[src/rtl/muldiv_pkg.sv]
// muldiv_pkg: shared encodings for the RV32M multiply/divide sequencer
package muldiv_pkg;
  typedef enum logic [2:0] {
    F3_MUL, F3_MULH, F3_MULHSU, F3_MULHU, F3_DIV, F3_DIVU, F3_REM, F3_REMU
  } funct3_e;
  typedef enum logic [2:0] {S_IDLE, S_MUL, S_DIV, S_FIX, S_DONE} state_e;
  // most-negative dividend; the top XLEN bits are taken by the user
  localparam logic [63:0] OVF_DIVIDEND_MAX = 64'h8000_0000_0000_0000;
endpackage

[src/rtl/muldiv_decode.sv]
// muldiv_decode: maps funct3 to operation class and operand signedness
module muldiv_decode
  import muldiv_pkg::*;
(
  input  logic [2:0] i_funct3,
  output logic       o_is_div,
  output logic       o_is_rem,
  output logic       o_a_signed,
  output logic       o_b_signed,
  output logic       o_want_high
);
  funct3_e w_f;
  assign w_f         = funct3_e'(i_funct3);
  assign o_is_div    = i_funct3[2];
  assign o_is_rem    = i_funct3[2] & i_funct3[1];
  assign o_a_signed  = w_f inside {F3_MULH, F3_MULHSU, F3_DIV, F3_REM};
  assign o_b_signed  = w_f inside {F3_MULH, F3_DIV, F3_REM};
  assign o_want_high = !i_funct3[2] && w_f != F3_MUL;
endmodule

[src/rtl/muldiv_seq.sv]
// muldiv_seq: multi-cycle RV32M multiply/divide sequencer with start/done handshake
module muldiv_seq
  import muldiv_pkg::*;
#(
  parameter int XLEN     = 32,
  parameter bit FAST_MUL = 1'b0
) (
  input  logic            clk,
  input  logic            rst_n,
  input  logic            start,
  input  logic [2:0]      funct3,
  input  logic [XLEN-1:0] op_a,
  input  logic [XLEN-1:0] op_b,
  input  logic            flush,
  output logic            busy,
  output logic            done,
  output logic [XLEN-1:0] result
);
  localparam int CW = $clog2(XLEN) + 1;
  localparam logic [XLEN-1:0] OVF = OVF_DIVIDEND_MAX[63 -: XLEN];
  state_e            r_state;
  logic [CW-1:0]     r_cnt;
  logic [2*XLEN-1:0] r_acc;
  logic [XLEN-1:0]   r_mb, r_res, r_result;
  logic              r_is_div, r_is_rem, r_high, r_a_neg, r_b_neg, r_busy, r_done;
  logic              w_is_div, w_is_rem, w_a_signed, w_b_signed, w_high;
  logic              w_a_neg, w_b_neg, w_dz, w_ovf, w_last;
  logic [XLEN-1:0]   w_mag_a, w_mag_b, w_q, w_r, w_fix_res;
  logic [XLEN:0]     w_sum, w_trial;
  logic [2*XLEN-1:0] w_prod, w_fix;
  muldiv_decode u_decode (
    .i_funct3   (funct3),
    .o_is_div   (w_is_div),
    .o_is_rem   (w_is_rem),
    .o_a_signed (w_a_signed),
    .o_b_signed (w_b_signed),
    .o_want_high(w_high)
  );
  assign w_a_neg = w_a_signed & op_a[XLEN-1];
  assign w_b_neg = w_b_signed & op_b[XLEN-1];
  assign w_mag_a = w_a_neg ? -op_a : op_a;
  assign w_mag_b = w_b_neg ? -op_b : op_b;
  assign w_dz    = w_is_div && op_b == '0;
  assign w_ovf   = w_is_div && w_b_signed && op_a == OVF && op_b == '1;
  assign w_last  = r_cnt == CW'(XLEN - 1);
  // shift-add: low half of r_acc holds the shrinking multiplier
  assign w_sum   = {1'b0, r_acc[2*XLEN-1:XLEN]} + (r_acc[0] ? {1'b0, r_mb} : '0);
  // restoring divide: r_acc = {remainder, dividend/quotient}
  assign w_trial = r_acc[2*XLEN-1:XLEN-1] - {1'b0, r_mb};
  assign w_prod  = {{XLEN{1'b0}}, w_mag_a} * {{XLEN{1'b0}}, w_mag_b};
  assign w_fix   = (r_a_neg ^ r_b_neg) ? -r_acc : r_acc;
  assign w_q     = (r_a_neg ^ r_b_neg) ? -r_acc[XLEN-1:0] : r_acc[XLEN-1:0];
  assign w_r     = r_a_neg ? -r_acc[2*XLEN-1:XLEN] : r_acc[2*XLEN-1:XLEN];
  assign w_fix_res = r_is_div ? (r_is_rem ? w_r : w_q)
                              : (r_high ? w_fix[2*XLEN-1:XLEN] : w_fix[XLEN-1:0]);
  assign busy   = r_busy;
  assign done   = r_done;
  assign result = r_result;
  always_ff @(posedge clk or negedge rst_n) begin
    if (!rst_n) begin
      r_state  <= S_IDLE;
      r_cnt    <= '0;
      r_acc    <= '0;
      r_mb     <= '0;
      r_res    <= '0;
      r_result <= '0;
      r_is_div <= 1'b0;
      r_is_rem <= 1'b0;
      r_high   <= 1'b0;
      r_a_neg  <= 1'b0;
      r_b_neg  <= 1'b0;
      r_busy   <= 1'b0;
      r_done   <= 1'b0;
    end else begin
      r_busy <= !flush && r_state inside {S_MUL, S_DIV, S_FIX};
      r_done <= !flush && r_state == S_DONE;
      if (!flush && r_state == S_DONE) r_result <= r_res;
      if (flush) r_state <= S_IDLE;
      else case (r_state)
        S_IDLE: if (start) begin
          r_is_div <= w_is_div;
          r_is_rem <= w_is_rem;
          r_high   <= w_high;
          r_a_neg  <= w_a_neg;
          r_b_neg  <= w_b_neg;
          r_mb     <= w_mag_b;
          r_cnt    <= '0;
          r_acc    <= (w_is_div || !FAST_MUL) ? {{XLEN{1'b0}}, w_mag_a} : w_prod;
          r_res    <= w_dz ? (w_is_rem ? op_a : '1) : (w_is_rem ? '0 : op_a);
          r_state  <= (w_dz || w_ovf) ? S_DONE : w_is_div ? S_DIV : FAST_MUL ? S_FIX : S_MUL;
        end
        S_MUL: begin
          r_acc   <= {w_sum, r_acc[XLEN-1:1]};
          r_cnt   <= r_cnt + 1'b1;
          r_state <= w_last ? S_FIX : S_MUL;
        end
        S_DIV: begin
          r_acc   <= w_trial[XLEN] ? {r_acc[2*XLEN-2:0], 1'b0}
                                   : {w_trial[XLEN-1:0], r_acc[XLEN-2:0], 1'b1};
          r_cnt   <= r_cnt + 1'b1;
          r_state <= w_last ? S_FIX : S_DIV;
        end
        S_FIX: begin
          r_res   <= w_fix_res;
          r_state <= S_DONE;
        end
        default: r_state <= S_IDLE;
      endcase
    end
  end
endmodule

[config.mk]
export PLATFORM = sky130hd
export DESIGN_NAME = muldiv_seq
export DESIGN_NICKNAME = d
export VERILOG_FILES = /design/src/rtl/muldiv_pkg.sv /design/src/rtl/muldiv_decode.sv /design/src/rtl/muldiv_seq.sv
export SDC_FILE = /design/constraint.sdc
export NUM_CORES = 1
export LEC_CHECK = 0
export BUFFER_PORTS_ARGS = -buffer_cell sky130_fd_sc_hd__buf_2
export CAP_MARGIN = 20
export CORE_MARGIN = 10
export CORE_UTILIZATION = 55
export CTS_BUF_LIST = sky130_fd_sc_hd__clkbuf_16
export DETAILED_ROUTE_END_ITERATION = 12
export PLACE_DENSITY = 0.79
export SYNTH_ARGS = -nofsm -noshare
export SYNTH_HDL_FRONTEND = slang
export SYNTH_SLANG_ARGS = --single-unit
[constraint.sdc]
create_clock -name clk -period 4.63 [get_ports clk]
set_input_delay 0.463 -clock clk [delete_from_list [all_inputs] [get_ports clk]]
set_output_delay 0.463 -clock clk [all_outputs]
set_load 0.03 [all_outputs]
==> results.yml <==
yosys:
  synth-edff-count: 0
  synthAdderAreaFrac_pct: 5.854
  ys_seq_area_share_pct: 27.85
  synth_area_leaders: "dfrtp_1, o21ai_0, xnor2_1"
  yosys_warnings: 0
  synth_top_family_by_area: "compound AO/OA/AOI/OAI gates"
  synth.largest_area_cell: "dfrtp_1"
  synthArstFlopShare_pct: 100.0
  synth_ff_type: "dfrtp_1"
  synth-seq-cells: 176
  synth_top_area_share_pct: 27.85
  synthSimpleGateAreaFrac_pct: 19.61
  synthXorXnorAreaFrac_pct: 10.96
  synth-compound-area-share_pct: 26.01
  syn_inst: 2018
  mappedNetlistArea_mm2: 0.01582
  ys_types: 80
  syn_avg_cell_area_um2: 7.838
  muxShareOfSynthArea_pct: 4.849
  synth_nets: 2161
sta:
  drv_slew: 0
  period_minus_slack_ns: 4.240
  fmax_mhz: 235.9
  finalSetupTns_ns: 0
  rsz0062_at_grt: "false"
  worst_clock_skew_ns: 0.01162
  finalCritPeriodShare_pct: 91.57
  setup_viol: 0
  worst_pin_slew_ns: 1.065
  max-slew-margin-rel_pct: 28.84
  hold_violations: 0
status:
  status: "finished, final reports clean"
die:
  start_util_pct: 55.40
  io_pins: 105
  die_width_um: 189.6
  row_count: 62
  die_h_um: 189.6
  die_area_mm2: 0.03594
  core-area_mm2: 0.02855
global_route:
  grt_overflow: 0
  track_usage_pct: 30.16
  grt_pass1_wl_um: 86460
  grt_pass1_vias: 15090
  antenna_found_initial: 0
  grt_max_degree: 95
worst_setup_path:
  path_buf_inv: 2
  end_kind: "flop"
  crit_chain: "inv_1, ha_1, fa_1, nand2b_1, a21oi_1, a21oi_1, o41ai_1, a211oi_1, o21ai_2, xnor2_2, buf_12, mux2i_1, o32a_1, o21ai_0"
  cp_max_fo: 33
  worst_path_most_repeated_cell: "a21oi_1"
  critPathKind: "flop to flop"
  required_ns: 4.92
  critPathSlowestCell: "o41ai_1"
  critPathMaxStageDelay_ns: 0.64
  cp.arrival_ns: 4.53
  path_delay_family: "compound AO/OA/AOI/OAI gates"
  cp-start-kind: "flop"
placement:
  dp_cells: 2421
  portBuffers: 104
  place_area_mm2: 0.01674
  dpl.hpwl_um: 43030
  gp_congestion: 0.9998
route:
  drc: 0
  via_count: 15980
  drt_iter0_markers: 2079
  ant_nets: 0
  drt-wirelength-per-cell_um: 22.84
  wl_um: 56070
  viasPerCell: 6.510
  firstDrtPassIters: 7
cts:
  cts_hold_buf: 0
  clockBufferDepth: 2
  path_clk_slew_ns: 0.08
  insertion_delay_ns: 0.44
  cts-root-buf: "clkbuf_16"
  numCtsBuffers: 17
  postCtsSetupBuffers: 0
  cts_sinks: 176
  cts_tree: "built"
  ctsResizeCount: 0
  htree_num_levels: 4
power_and_ir_drop:
  power_mw: 8.931
  clock_power_share_pct: 17.1
  power_frac_seq_pct: 26.2
  p_per_area_mw_per_mm2: 513.7
  p_leak_nw: 7.494
  p_comb_share_pct: 56.7
  ir_drop_mv: 0.3144
  p_sw_mw: 4.333
  switching_share_pct: 48.52
  intPower_mw: 4.598
finish:
  final_cells: 2455
  drive_gt1_share_pct: 12.60
  finalInstanceArea_mm2: 0.01739
  num-nets-final: 2201
  syn_to_final_growth_pct: 9.920
  diodes: 0
worst_hold_path:
  hp-class: "primary input to asynchronous set/reset pin"
flow_run:
  max-cap-violations: 0
==> metal layers <==
| metal | vias up | wire length, µm | track usage (%) |
|---|---|---|---|
| met3 | 156 | 4240 | 4.339 |
| li1 | 7394 | - | - |
| met1 | 7617 | 22180 | 37.07 |
| met2 | 815 | 26050 | 49.35 |
| met4 | 0 | 3603 | 18.44 |
| met5 | - | 0 | 0 |
==> cell families after synthesis <==
family | after synthesis
AND/OR/NAND/NOR | 649
AO/OA/AOI/OAI | 650
adder cells (fa/ha/maj) | 73
XOR/XNOR | 198
buffers and inverters | 200
multiplexers | 72
flip-flops | 176
==> flip-flops by register name, indices dropped and copies added, names as in the netlist <==
register	cells
r_high	1
done	1
r_is_div	1
r_is_rem	1
r_b_neg	1
r_res	32
r_mb	32
r_a_neg	1
result	32
busy	1
r_acc	64
r_state	3
r_cnt	6
==> path summary, 6_finish.rpt <==
kind	start	endpoint	slack (ns)	depth (start not counted)
hold / removal	rst_n	r_acc[4]	0.12	1
min in group clk	flush	busy	0.23	2
hold reg to reg	r_mb[27]	r_mb[27]	0.48	2
setup / recovery	r_acc[31]	r_acc[41]	0.39	14
max in group asynchronous	rst_n	r_mb[0]	3.36	2
setup reg to reg	r_acc[31]	r_acc[41]	0.39	14
==> layout by cell type, fill, tap and decap left out, types with 35 or more instances in the layout <==
| master | n |
|---|---|
| mux2i_1 | 35 |
| nand2_1 | 205 |
| xnor2_1 | 102 |
| o21ai_0 | 189 |
| mux2_2 | 37 |
| nor2_1 | 200 |
| a221oi_1 | 37 |
| buf_4 | 51 |
| dfrtp_1 | 176 |
| a21oi_1 | 166 |
| buf_2 | 103 |
| inv_1 | 64 |
| xor2_1 | 93 |
| ha_1 | 70 |
| nor3_1 | 36 |
==> layout make-up <==
cell class / instances / area (µm²)
fill: 2631 / 11160
multi-input combinational: 1642 / 10700
sequential: 176 / 4404
timing repair buffer: 157 / 949.7
tap: 384 / 480.5
clock buffer: 17 / 425.4
inverter: 64 / 240.2
clock inverter: 15 / 188.9
==> stage by stage <==
stage,worst slack (ns),hold slack (ns),util (%)
after floorplan,1.027,0.1674,-
after global placement,0.5433,0.4575,58.65
after detailed placement,0.4125,0.4629,58.65
after CTS,0.3956,0.1522,60.80
after global routing,0.07810,0.1904,60.90
final,0.3903,0.1153,60.90
==> power by group through the flow <==
stage               registers, mW  clock network, mW  logic, mW
floorplan                    2.17                  0       3.68
global placement             2.33                  0       4.87
detailed placement           2.35                  0       4.93
CTS                          2.32               1.52       4.96
global route                 2.38               1.59       5.52
finish                       2.34               1.53       5.06
==> synthesized netlist by cell type, drive strengths merged, types with 10 or more instances <==
master / number
inv: 64
o21a: 24
o22ai: 11
a211oi: 28
nor3: 38
a21oi: 167
a22oi: 15
o41ai: 18
clkbuf: 120
mux2i: 35
xor2: 94
nand3: 19
and2: 11
nand2b: 21
nand2: 207
mux2: 37
a221oi: 37
o21ai: 196
o21bai: 10
nor4: 28
and3: 11
o211ai: 10
nor2b: 19
a31oi: 23
nor2: 203
o221ai: 17
ha: 70
dfrtp: 176
buf: 16
or3: 23
xnor2: 104
nand4: 22
a21o: 28
o31ai: 24
or4: 19
No activity file was read; power rests on OpenSTA's default activity.
